### config.mk
export PLATFORM = sky130hd
export DESIGN_NAME = fermat_mod_reduce_flat
export DESIGN_NICKNAME = d
export VERILOG_FILES = /design/src/rtl/fermat_mod_reduce_if.sv /design/src/rtl/fermat_mod_reduce.sv /design/src/flat_wrapper.sv
export SDC_FILE = /design/constraint.sdc
export NUM_CORES = 1
export LEC_CHECK = 0
export BUFFER_PORTS_ARGS = -buffer_cell sky130_fd_sc_hd__buf_2
export CORE_ASPECT_RATIO = 0.6
export CORE_MARGIN = 2
export CORE_UTILIZATION = 50
export CTS_CLUSTER_SIZE = 40
export DETAILED_ROUTE_END_ITERATION = 8
export PLACE_DENSITY = 0.68
export SETUP_SLACK_MARGIN = 0.05
export SYNTH_ARGS = -nofsm -noshare
export SYNTH_HDL_FRONTEND = slang
export SYNTH_SLANG_ARGS = --single-unit
### constraint.sdc
create_clock -name clk -period 7.3 [get_ports clk]
set_input_delay 0.73 -clock clk [delete_from_list [all_inputs] [get_ports clk]]
set_output_delay 0.73 -clock clk [all_outputs]
set_load 0.02 [all_outputs]
### src/rtl/fermat_mod_reduce_if.sv
// Streaming operand/result bundle for the Fermat-prime reducer.
// The master drives operands in and receives residues back; the slave is the reducer.
interface fermat_mod_reduce_if #(
   parameter int WIDTH = 18
);
   logic                      in_valid;
   logic signed [2*WIDTH-1:0] input_mod;
   logic                      out_valid;
   logic [WIDTH-1:0]          output_mod;

   modport master (
      output in_valid,
      output input_mod,
      input  out_valid,
      input  output_mod
   );

   modport slave (
      input  in_valid,
      input  input_mod,
      output out_valid,
      output output_mod
   );
endinterface

### src/rtl/fermat_mod_reduce.sv
// Two-stage pipelined reducer: signed 2*WIDTH-bit operand -> residue mod P = 2^m + 1.
// Stage 1 folds the operand into an alternating chunk sum (2^m == -1 mod P).
// Stage 2 pulls that sum back into [0, P-1] and registers it zero-extended.
module fermat_mod_reduce #(
   parameter int WIDTH = 18,
   parameter int m     = 16
) (
   input  logic               clk,
   input  logic               rst_n,
   fermat_mod_reduce_if.slave bus
);
   localparam int IW    = 2 * WIDTH;
   // number of m-bit chunks; the last one holds the sign-extended leftover bits
   localparam int NC    = (IW + m - 1) / m;
   // alternating sum magnitude stays below about ceil(NC/2) * 2^m, plus sign
   localparam int ACC_W = m + $clog2(NC) + 2;
   localparam int EXT_W = (IW > ACC_W) ? IW : ACC_W;

   localparam logic signed [ACC_W-1:0] ONE  = {{(ACC_W-1){1'b0}}, 1'b1};
   localparam logic signed [ACC_W-1:0] MODP = (ONE <<< m) + ONE;

   // Alternating sum c0 - c1 + c2 - ... with only the top chunk treated as signed.
   function automatic logic signed [ACC_W-1:0] alt_sum(input logic signed [IW-1:0] x);
      logic signed [EXT_W-1:0] xe;
      logic signed [ACC_W-1:0] chunk;
      logic signed [ACC_W-1:0] acc;
      xe    = EXT_W'(x);
      acc   = '0;
      chunk = '0;
      for (int i = 0; i < NC; i++) begin
         if (i == NC - 1) begin
            chunk = ACC_W'(xe >>> ((NC - 1) * m));
         end else begin
            chunk = ACC_W'(xe[i*m +: m]);
         end
         if (i[0] == 1'b0) begin
            acc = acc + chunk;
         end else begin
            acc = acc - chunk;
         end
      end
      return acc;
   endfunction

   // Range correction. At the default sizes the sum can reach -(P + 6), so one
   // add of P is not always enough; NC conditional steps cover every legal setting.
   function automatic logic [m:0] fold(input logic signed [ACC_W-1:0] s);
      logic signed [ACC_W-1:0] r;
      r = s;
      for (int i = 0; i < NC; i++) begin
         if (r[ACC_W-1] == 1'b1) begin
            r = r + MODP;
         end else if (r >= MODP) begin
            r = r - MODP;
         end else begin
            r = r;
         end
      end
      return r[m:0];
   endfunction

   logic signed [ACC_W-1:0] sum_s;
   logic [m:0]              res_s;
   logic signed [ACC_W-1:0] s1_sum_r;
   logic                    s1_valid_r;
   logic [WIDTH-1:0]        out_mod_r;
   logic                    out_valid_r;

   // Stage 1 combinational fold of the incoming operand.
   always_comb begin
      sum_s = alt_sum(bus.input_mod);
   end

   // Stage 2 combinational range correction of the registered sum.
   always_comb begin
      res_s = fold(s1_sum_r);
   end

   // Stage 1 register: chunk sum and its valid bit.
   always_ff @(posedge clk or negedge rst_n) begin
      if (!rst_n) begin
         s1_sum_r   <= '0;
         s1_valid_r <= 1'b0;
      end else begin
         s1_valid_r <= bus.in_valid;
         if (bus.in_valid) begin
            s1_sum_r <= sum_s;
         end
      end
   end

   // Stage 2 register: residue held between valid results, bubbles pass through.
   always_ff @(posedge clk or negedge rst_n) begin
      if (!rst_n) begin
         out_mod_r   <= '0;
         out_valid_r <= 1'b0;
      end else begin
         out_valid_r <= s1_valid_r;
         if (s1_valid_r) begin
            out_mod_r <= WIDTH'(res_s);
         end
      end
   end

   assign bus.output_mod = out_mod_r;
   assign bus.out_valid  = out_valid_r;
endmodule

### src/flat_wrapper.sv
// flat-port wrapper written by rule: the top's interface ports become plain ports
module fermat_mod_reduce_flat 
#(
   parameter int WIDTH = 18,
   parameter int m     = 16
)
  (clk, rst_n, bus_in_valid, bus_input_mod, bus_out_valid, bus_output_mod);
  fermat_mod_reduce_if #(.WIDTH(WIDTH)) bus_i ();
  input  logic clk;
  input  logic rst_n;
  input wire logic [$bits(bus_i.in_valid)-1:0] bus_in_valid;
  input wire logic [$bits(bus_i.input_mod)-1:0] bus_input_mod;
  output wire logic [$bits(bus_i.out_valid)-1:0] bus_out_valid;
  output wire logic [$bits(bus_i.output_mod)-1:0] bus_output_mod;
  assign bus_i.in_valid = bus_in_valid;
  assign bus_i.input_mod = bus_input_mod;
  assign bus_out_valid = bus_i.out_valid;
  assign bus_output_mod = bus_i.output_mod;
  fermat_mod_reduce #(.WIDTH(WIDTH), .m(m)) u_core (.clk(clk), .rst_n(rst_n), .bus(bus_i));
endmodule
**Yosys cells after proc, flatten, opt, wreduce, memory -nomap -nowiden**

Index checks and enable logic that the tools add are counted.

- Logic and storage cells: 21
- Output and inout port bits: 19
- Flip-flop bits (word level): 39

- Magnitude comparators: 3
- Mux-type cells: 6
- Add/sub/neg operators: 8

Operators by type and width:

| cell | count |
|---|---|
| 20-bit 2-to-1 mux | 4 |
| 20-bit by 18-bit greater-or-equal comparator with 1-bit output (second input constant) | 3 |
| 20-bit by 18-bit adder with 20-bit output (second input constant) | 2 |
| 20-bit by 18-bit subtractor with 20-bit output (second input constant) | 2 |
| 17-bit 2-to-1 mux | 2 |
| 17-bit by 4-bit adder with 18-bit output | 1 |
| 17-bit adder (second input constant) | 1 |
| 16-bit by 16-bit subtractor with 17-bit output | 1 |
| 17-bit subtractor (second input constant) | 1 |

**Logic depth before layout (Yosys ltp)**

Gate-level depths: netlist (run 1).

- Depth in word-level cells: 9
- Gate-level depth with buffers: 23
- Mapped depth without buffers: 23

**Worst setup path before layout (run 1)**

No wires, ideal clock.

- Path type: register to register
- From: register u_core.s1_sum_r[0]
- To: register u_core.out_mod_r[2], in the netlist u_core.bus.output_mod[2]
- Clock period less this slack: 5.150 ns
- Cell stages (with the launch flop): 23
- Path slack: 2.150 ns
- Arrival time: 5.026 ns
- Path through: dfrtp_1 clkbuf_1 inv_1 ha_1 nor4b_1 nand4_2 nand2_1 nor3_1 a211oi_1 ha_1 o221ai_1 o31ai_4 a22o_1 nor3_1 a311oi_2 ha_1 inv_1 nor3b_1 nand4_1 nor4_2 o221ai_1 mux2i_1 a211o_1

- Word-level cells in the longest chain between the ends: 9
- Elaborated cells between the ends (all ways): 15

RTL lines:

| item | line | RTL |
|---|---|---|
| start: declaration | fermat_mod_reduce.sv:64 | `logic signed [ACC_W-1:0] s1_sum_r;` |
| start signal: assignment | fermat_mod_reduce.sv:87 | `s1_sum_r <= sum_s;` |
| 20-bit by 18-bit subtractor with 20-bit output or 20-bit by 18-bit greater-or-equal comparator with 1-bit output (tied branches) | fermat_mod_reduce.sv:54, fermat_mod_reduce.sv:53 |  |
| 20-bit 2-to-1 mux | fermat_mod_reduce.sv:53 | `end else if (r >= MODP) begin` |
| 20-bit 2-to-1 mux * | fermat_mod_reduce.sv:51 | `if (r[ACC_W-1] == 1'b1) begin` |
| 20-bit by 18-bit subtractor with 20-bit output or 20-bit by 18-bit greater-or-equal comparator with 1-bit output (tied branches) | fermat_mod_reduce.sv:54, fermat_mod_reduce.sv:53 |  |
| 20-bit 2-to-1 mux | fermat_mod_reduce.sv:53 |  |
| 20-bit 2-to-1 mux * | fermat_mod_reduce.sv:51 |  |
| 17-bit subtractor or 20-bit by 18-bit greater-or-equal comparator with 1-bit output (tied branches) | fermat_mod_reduce.sv:54, fermat_mod_reduce.sv:53 |  |
| 17-bit 2-to-1 mux | fermat_mod_reduce.sv:53 |  |
| 17-bit 2-to-1 mux * | fermat_mod_reduce.sv:51 |  |
| end signal: assignment | fermat_mod_reduce.sv:100 | `out_mod_r <= WIDTH'(res_s);` |
| end: declaration | fermat_mod_reduce.sv:66 | `logic [WIDTH-1:0] out_mod_r;` |

Mark *: on every way between the ends. The rest lies on a longest branch, timed or not.
A chain may end at the register's enable or synchronous reset.

**Final worst setup path (run 1)**

Same ends and word-level chain as after synthesis.

==> summary by stage, run 1 <==
Clock tree
The depth of the CTS H-tree is 2. The number of setup buffers added after CTS is 0. The later pin in the worst-skew pair is clocked with a latency of 290 ps. Buffers inserted during clock tree synthesis total 5. The buffer cell driving the clock tree root is sky130_fd_sc_hd__clkbuf_16. The hold buffer count at CTS is 0.

TritonCTS built the clock tree. The clock transition time at the flip-flop clock pins of the worst setup and hold paths is 70 ps. Counting every sink on the clock net gives 37. The total of cells resized after clock tree synthesis is 0. Counting along the longest clock path gives a buffer depth of 2.

Die
The height of the chip is 81.7 um. The boundary pin count is 58. The initialized floorplan defines 28 standard-cell rows. In this run the standard cell core region covers 0.00981 sq mm. The effective utilization at floorplan is 0.513. The die is 133 um wide. The die covers 0.0109 sq mm.

Cells and area
The layout cell share with drive strength beyond 1 is 0.174. Counting the fill cells in the layout gives 939. In the layout the commonest cells are sky130_fd_sc_hd__nor2_1 (56), sky130_fd_sc_hd__buf_2 (56), sky130_fd_sc_hd__inv_1 (47), sky130_fd_sc_hd__nand2_1 (45), sky130_fd_sc_hd__ha_1 (42). The number of nets in the final layout is 742. The post-route cell area is 0.00554 sq mm. Summing all flip-flop and latch instances after layout gives 926 sq um. Once layout is complete, the utilization of the core stands at 0.565. Summing all multi-input logic gate instances after layout gives 0.00379 sq mm. The area growth from synthesis to final layout is 10.1%.

Place
The total cell area at the placement stage is 0.00534 sq mm. Routability-driven placement finished with a final weighted congestion of 1.01. Port buffering added 56 buffers. After legalization and detailed placement, the total HPWL measured 12.4 mm.

Worst hold path
The worst hold-check path type is reg2reg.

Synth
The total standard cell area after synthesis is 0.00503 sq mm. The number of warnings issued by yosys is 0. Ranked by total cell area, the synthesized netlist is headed by sky130_fd_sc_hd__dfrtp_1 (18%), sky130_fd_sc_hd__ha_1 (10%), sky130_fd_sc_hd__xnor2_1 (5.2%), sky130_fd_sc_hd__nor2_1 (4.2%), sky130_fd_sc_hd__inv_1 (3.5%). The post-synthesis sequential element count is 37. The sequential fraction of the synthesis area is 0.184.

After synthesis, the share of flip-flops with an asynchronous set or reset is 1.00. The post-synth net total is 706. Summed over all instances, the cell type with the most area after synthesis is sky130_fd_sc_hd__dfrtp_1. The post-synthesis average cell area is 8.07 sq um. The share of synthesized area in the top cell type comes to 0.184.

In the synthesized netlist the dominant register cell turns out to be sky130_fd_sc_hd__dfrtp_1. Yosys mapped a number of flops with a built-in enable equal to 0. The netlist uses 95 different library cells. Synthesis handed over a netlist of 623 instances.

Global routing
The global-route total usage across every layer is 0.293. The initial antenna violation count is 1. The total congestion overflow is 0. The number of global-route vias before repair came to 4638. The first global-routing pass estimated 24.9 mm of wire. The pin count of the biggest net entering global routing is 38.

Detailed routing
In the final routed layout, each cell accounts on average for 19.4 um. The post-route antenna net violation count is 0. The routed layout has 5118 vias. The first routing iteration left 656 violations. For this block, the routed nets add up to 15.5 mm of wire. The via density per instance is 6.43. Before antenna repair, the detailed router went through 6 iterations. In the routed design, unresolved DRC markers number 0.

Critical path
For the worst setup path, the data arrival time is 6420 ps. Along the worst path, the maximum fanout reaches 14. The endpoint type of the worst setup path is a flop.

The worst setup path is launched from a flop. The critical path is of the reg2reg type. The required time of the critical path is 7470 ps.

STA
The transition time of the tightest slew-check pin is 909 ps. The relative max-transition margin is 0.394. In the final timing run, aggregate negative setup slack is 0 ps.

The number of failing setup endpoints in the final timing report is 0. The clock arrives with 5.09 ps of skew. The number of max-slew violations in the final report came to 0. The highest attainable clock frequency is 160 MHz. The number of hold violations in the final report is 0. The portion of the clock cycle consumed by the worst path in the final layout is 0.856. Setup repair after global routing left no endpoint under its margin. The routed design could run at a clock period as short as 6250 ps.

Pwr
The worst voltage drop across the vdd grid is 0.000192 V. Power spread over the standard cell area amounts to 382 mW/mm^2. Summed over all cells, the static leakage comes to 2.35 nW.

Outcome
The run finished with clean final reports.

Job
The max capacitance violation total is 0.
state kept, by name (all words and copies together), names as in the netlist:
name,cells
u_core.bus.out_valid,1
u_core.bus.output_mod,17
u_core.s1_sum_r,18
u_core.s1_valid_r,1
worst max-delay path: stages, from the launching register on:
cell and delay (ps):
sky130_fd_sc_hd__dfrtp_1 540, sky130_fd_sc_hd__inv_1 210, sky130_fd_sc_hd__ha_1 230, sky130_fd_sc_hd__nor4b_1 410, sky130_fd_sc_hd__nand4_2 370, sky130_fd_sc_hd__nand2_1 170
sky130_fd_sc_hd__nor3_1 50, sky130_fd_sc_hd__a211oi_1 520, sky130_fd_sc_hd__ha_1 280, sky130_fd_sc_hd__o221ai_1 160, sky130_fd_sc_hd__o31ai_4 430, sky130_fd_sc_hd__a22o_1 250
sky130_fd_sc_hd__nor3_1 70, sky130_fd_sc_hd__a311oi_2 500, sky130_fd_sc_hd__ha_1 320, sky130_fd_sc_hd__inv_1 90, sky130_fd_sc_hd__nor3b_1 220, sky130_fd_sc_hd__nand4_1 190
sky130_fd_sc_hd__nor4_2 470, sky130_fd_sc_hd__o221ai_1 210, sky130_fd_sc_hd__mux2i_1 160, sky130_fd_sc_hd__a211o_1 280
power breakdown:
part           switching, mW  internal, mW
sequential             0.183         0.290
clock                 0.0989         0.197
combinational          0.841         0.508
through the flow:
step | hold slack (ps) | power [mW] | setup slack (ps) | cells
global route | 506 | 2.26 | 618 | 795
CTS | 492 | 2.06 | 1250 | 795
global placement | 469 | 1.74 | 1520 | 787
detailed placement | 468 | 1.76 | 1310 | 787
floorplan | 434 | 1.42 | 2150 | 623
finish | 484 | 2.12 | 1050 | 796
cells by family after synthesis:
family / synth area share
AOI/OAI and AO/OA: 0.247
xor gates and xnor gates: 0.0729
buffers and inverters: 0.0629
adders and majority gates: 0.112
DFF: 0.184
other: 0.000746
and+or+nand+nor: 0.285
muxes: 0.0348
routing by layer:
layer  vias to the layer above  routed length [um]  part of all wire  track usage
met5                         -                   0                 0            0
met4                         0                  68            0.0044       0.0309
met3                        11                2300              0.15        0.148
met2                       271                5420              0.35        0.372
met1                      2427                7680              0.50        0.440
li1                       2409                   -                 -            -
cells in the mapped netlist, types with 4 or more instances:
library cell	number
sky130_fd_sc_hd__a21oi_1	27
sky130_fd_sc_hd__a311oi_1	5
sky130_fd_sc_hd__buf_2	7
sky130_fd_sc_hd__a31oi_1	7
sky130_fd_sc_hd__and2_1	4
sky130_fd_sc_hd__nor3_1	22
sky130_fd_sc_hd__o41ai_1	4
sky130_fd_sc_hd__nand4_1	11
sky130_fd_sc_hd__o21bai_1	8
sky130_fd_sc_hd__a21o_1	4
sky130_fd_sc_hd__xor2_1	10
sky130_fd_sc_hd__inv_1	47
sky130_fd_sc_hd__nor4_1	10
sky130_fd_sc_hd__o21ai_0	18
sky130_fd_sc_hd__o221ai_1	4
sky130_fd_sc_hd__nor2b_1	11
sky130_fd_sc_hd__a211o_1	5
sky130_fd_sc_hd__a311o_1	6
sky130_fd_sc_hd__a211oi_1	8
sky130_fd_sc_hd__a221o_1	4
sky130_fd_sc_hd__nor2_1	56
sky130_fd_sc_hd__clkbuf_1	16
sky130_fd_sc_hd__a21boi_0	5
sky130_fd_sc_hd__mux2_2	12
sky130_fd_sc_hd__nor3b_1	10
sky130_fd_sc_hd__o21a_1	4
sky130_fd_sc_hd__xnor2_1	30
sky130_fd_sc_hd__nand2_1	45
sky130_fd_sc_hd__ha_1	42
sky130_fd_sc_hd__or2_2	4
sky130_fd_sc_hd__nand2b_1	7
sky130_fd_sc_hd__o2bb2ai_1	5
sky130_fd_sc_hd__dfrtp_1	37
sky130_fd_sc_hd__and3_1	9
sky130_fd_sc_hd__nand3_1	25
sky130_fd_sc_hd__mux2i_1	4
sky130_fd_sc_hd__or3_1	5
final timing paths:
kind	start	to	slack, ps	cells past startpoint
setup / recovery	u_core.s1_sum_r[0]$_DFFE_PN0P_	u_core.bus.output_mod[2]$_DFFE_PN0P_	1050	21
hold / removal	u_core.bus.output_mod[10]$_DFFE_PN0P_	u_core.bus.output_mod[10]$_DFFE_PN0P_	480	1
setup reg to reg	u_core.s1_sum_r[0]$_DFFE_PN0P_	u_core.bus.output_mod[2]$_DFFE_PN0P_	1050	21
hold reg to reg	u_core.bus.output_mod[10]$_DFFE_PN0P_	u_core.bus.output_mod[10]$_DFFE_PN0P_	480	1
max in group asynchronous	rst_n	u_core.bus.output_mod[0]$_DFFE_PN0P_	6150	1
min in group asynchronous	rst_n	u_core.bus.out_valid$_DFF_PN0_	550	1
layout make-up:
type | count | area share
Tap cell | 135 | 0.0305
Sequential cell | 37 | 0.167
Antenna cell | 1 | 0.000452
Clock inverter | 3 | 0.0124
Clock buffer | 5 | 0.0226
Inverter | 48 | 0.0325
Timing Repair Buffer | 56 | 0.0506
Multi-Input combinational cell | 511 | 0.684
Power figures use the tool's default switching activity.
==> inputs of run 2 (changes only) <==
Settings changed: BUFFER_PORTS_ARGS -buffer_cell sky130_fd_sc_hd__buf_2 to -buffer_cell sky130_fd_sc_hd__buf_4, CAP_MARGIN from default to 20.
==> run 2 against run 1 <==
Fmax is 0.53% higher. Cell count unchanged. Power fell by 2.5%. Register-to-register slack gained 30 ps. Core utilization increased by 0.96 points. Clock skew grew 3.4 ps. Routed wire length is 0.28% higher. Global-route usage is 0.086 points higher. Non-clock buffer count is 1 higher.
==> summary by stage, run 2 (same netlist as run 1, synthesis figures left out) <==
Cells and area
Compared with the post-synthesis result, the final layout area differs by 12.0%. In the layout the commonest cells are sky130_fd_sc_hd__buf_4 (57), sky130_fd_sc_hd__nor2_1 (56), sky130_fd_sc_hd__inv_1 (47), sky130_fd_sc_hd__nand2_1 (45), sky130_fd_sc_hd__ha_1 (42). Of the cells placed in the final design, the portion with a size suffix greater than 1 is 0.175. The number of nets in the final layout is 743.

The register with the most flip-flops in the final layout is u_core.s1_sum_r. The count of antenna diodes in the layout is 0. The post-route cell area is 0.00563 sq mm.

The most common cell after layout, fill and taps aside is sky130_fd_sc_hd__buf_4. The post-layout utilization of the core is 0.574. The non-filler instance count after layout is 796. The flip-flop count of the largest register after layout is 18.

Place
The total cell area at the placement stage is 0.00549 sq mm. The post-DP HPWL is 12.3 mm. Once placement completed, the tool counted placed cells totaling 788. The weighted congestion reported at the end of routability-driven placement is 1.07. During placement, the flow inserted port buffers numbering 56.

Die
The effective utilization at floorplan is 0.513. The floorplan has 28 rows. Measured along the x axis, the die boundary spans 133 um.

The height of the chip is 81.7 um. The die covers 0.0109 sq mm. The boundary pin count is 58. The core region is 0.00981 sq mm.

STA
The final setup skew is 8.45 ps. On the final layout, the worst hold slack is 417 ps. The relative max-transition margin is 0.439. The number of failing setup endpoints in the final timing report is 0.

In the final timing run, aggregate negative setup slack is 0 ps. Setup repair after global routing left no endpoint under its margin. Of the available clock period, the critical path in the final layout requires 0.851.

For this run, the top clock speed supported by timing is 161 MHz. The number of hold violations in the final report is 0. The post-layout minimum cycle time is 6210 ps. For the pin with the worst max-slew slack, the measured transition is 830 ps. The number of max-slew violations in the final report is 0.

Clock tree
At the later pin of the worst-skew pair, clock insertion delay measures 290 ps. The buffer cell driving the clock tree root is sky130_fd_sc_hd__clkbuf_16. Post-CTS repair changed the size of 0 cells. The number of CTS-inserted buffers is 5. The number of setup buffers added after CTS is 0. The H-tree was split into 2 levels. The worst-case clock buffer depth is 2. In this run, post-CTS hold repair placed 0 buffers.

TritonCTS built the clock tree. The total clock sinks is 37. Clock-pin slew was measured on the worst setup and hold paths at 60 ps.

Critical path
The most numerous cell type found on the critical path is sky130_fd_sc_hd__ha_1. The cell class contributing the biggest share of worst-path delay is compound AO/OA/AOI/OAI gates. The worst path arrival time is 6390 ps. The cell type of the slowest stage on the worst timing path is sky130_fd_sc_hd__dfrtp_1. The worst setup path is launched from a flop. The largest stage delay on the critical path is 550 ps. Walking the worst path, the cells encountered are inv_1 > ha_1 > nor4b_1 > nand4_2 > nand2_1 > nor3_1 > a211oi_1 > ha_1 > o221ai_1 > o31ai_4 > a22o_1 > nor3_1 > a311oi_2 > ha_1 > inv_1 > nor3b_1 > nand4_1 > nor4_2 > o221ai_1 > mux2i_1 > a211o_1. Along the worst path, the maximum fanout reaches 14. The critical path class is reg2reg. The required time of the critical path is 7480 ps. The buffer and inverter count on the worst path is 2.

The worst setup path is captured at a flop.

Detailed routing
For this block, the routed nets add up to 15.5 mm of wire. After detailed routing, the average wire length per cell comes to 19.5 um. The number of remaining DRC errors is 0. The post-route antenna net violation count is 0.

The length of the first detailed-routing pass in iterations is 5. The number of violations reported at the end of detailed-routing iteration 0 is 508. The via density per instance is 6.45.

Summing over every cut layer, the via total after detailed routing is 5132.

Pwr
The leakage power is 2.37 nW. Dividing total power by cell area gives a power density of 367 mW/mm^2. Across the VDD grid, the largest voltage drop is 0.000202 V.

Global routing
The initial antenna violation count was 0. The global-route total usage across every layer is 0.294. For this run the aggregate overflow at the end of global routing stands at 0. The number of global-route vias before repair is 4716. Entering global routing, the biggest net connects 38 pins.

The first global-routing pass estimated 25.1 mm of wire.

Outcome
The flow ran to the end, and the final reports show no timing, DRC or antenna violations.

Worst hold path
The path class of the tightest hold or removal check is in2async.

Job
Across the run, the number of max-cap violations was 0.
## run 2: cell types whose count changed in the layout (fill, tap and decap cells not counted)
cell	delta
sky130_fd_sc_hd__inv_6	-1
sky130_fd_sc_hd__bufinv_16	-2
sky130_fd_sc_hd__diode_2	-1
sky130_fd_sc_hd__clkinv_2	+2
sky130_fd_sc_hd__buf_4	+57
sky130_fd_sc_hd__buf_2	-56
sky130_fd_sc_hd__clkinvlp_4	+1
## run 2: final timing paths
check,startpoint,endpoint,slack (ps),cells after the start
min in group clk,u_core.bus.output_mod[10]$_DFFE_PN0P_,u_core.bus.output_mod[10]$_DFFE_PN0P_,490,1
min reg2reg,u_core.bus.output_mod[10]$_DFFE_PN0P_,u_core.bus.output_mod[10]$_DFFE_PN0P_,490,1
max,u_core.s1_sum_r[0]$_DFFE_PN0P_,u_core.bus.output_mod[2]$_DFFE_PN0P_,1090,21
max in group asynchronous,rst_n,u_core.s1_valid_r$_DFF_PN0_,6520,1
max reg2reg,u_core.s1_sum_r[0]$_DFFE_PN0P_,u_core.bus.output_mod[2]$_DFFE_PN0P_,1090,21
min,rst_n,u_core.s1_sum_r[1]$_DFFE_PN0P_,420,1
## run 2: power breakdown
| group | total, mW | switching, mW | internal (mW) |
|---|---|---|---|
| sequential | 0.472 | 0.182 | 0.290 |
| clock | 0.222 | 0.0963 | 0.125 |
| combinational | 1.37 | 0.833 | 0.539 |
| total | 2.07 | 1.11 | 0.955 |
## run 2: layout make-up
cell class | count | area [sq um]
inverter | 48 | 180
tap | 135 | 169
clock buffer | 5 | 125
multi-input combinational | 511 | 3790
timing repair buffer | 57 | 428
sequential | 37 | 926
fill | 935 | 4180
clock inverter | 3 | 17.5
## run 2: worst reg2reg max path, cell delays in order (launching register included)
cell and delay, ps:
sky130_fd_sc_hd__dfrtp_1 550, sky130_fd_sc_hd__inv_1 210, sky130_fd_sc_hd__ha_1 240, sky130_fd_sc_hd__nor4b_1 410, sky130_fd_sc_hd__nand4_2 380, sky130_fd_sc_hd__nand2_1 170, sky130_fd_sc_hd__nor3_1 50, sky130_fd_sc_hd__a211oi_1 460
sky130_fd_sc_hd__ha_1 280, sky130_fd_sc_hd__o221ai_1 170, sky130_fd_sc_hd__o31ai_4 410, sky130_fd_sc_hd__a22o_1 260, sky130_fd_sc_hd__nor3_1 70, sky130_fd_sc_hd__a311oi_2 490, sky130_fd_sc_hd__ha_1 330, sky130_fd_sc_hd__inv_1 80
sky130_fd_sc_hd__nor3b_1 200, sky130_fd_sc_hd__nand4_1 190, sky130_fd_sc_hd__nor4_2 490, sky130_fd_sc_hd__o221ai_1 200, sky130_fd_sc_hd__mux2i_1 150, sky130_fd_sc_hd__a211o_1 270
## run 2: through the flow
step	worst slack, ps	total power, mW
3_5_place_dp	1310	1.79
4_1_cts	1240	2.02
5_1_grt	629	2.20
6_report	1090	2.07
3_3_place_gp	1590	1.77
2_1_floorplan	2150	1.42
## run 2: routing by layer
layer	global-route usage	part of all wire	vias up
li1	-	-	2402
met1	0.468	0.51	2467
met2	0.378	0.36	250
met3	0.0895	0.12	11
met4	0.0383	0.0050	2
met5	0.0324	0.0029	-
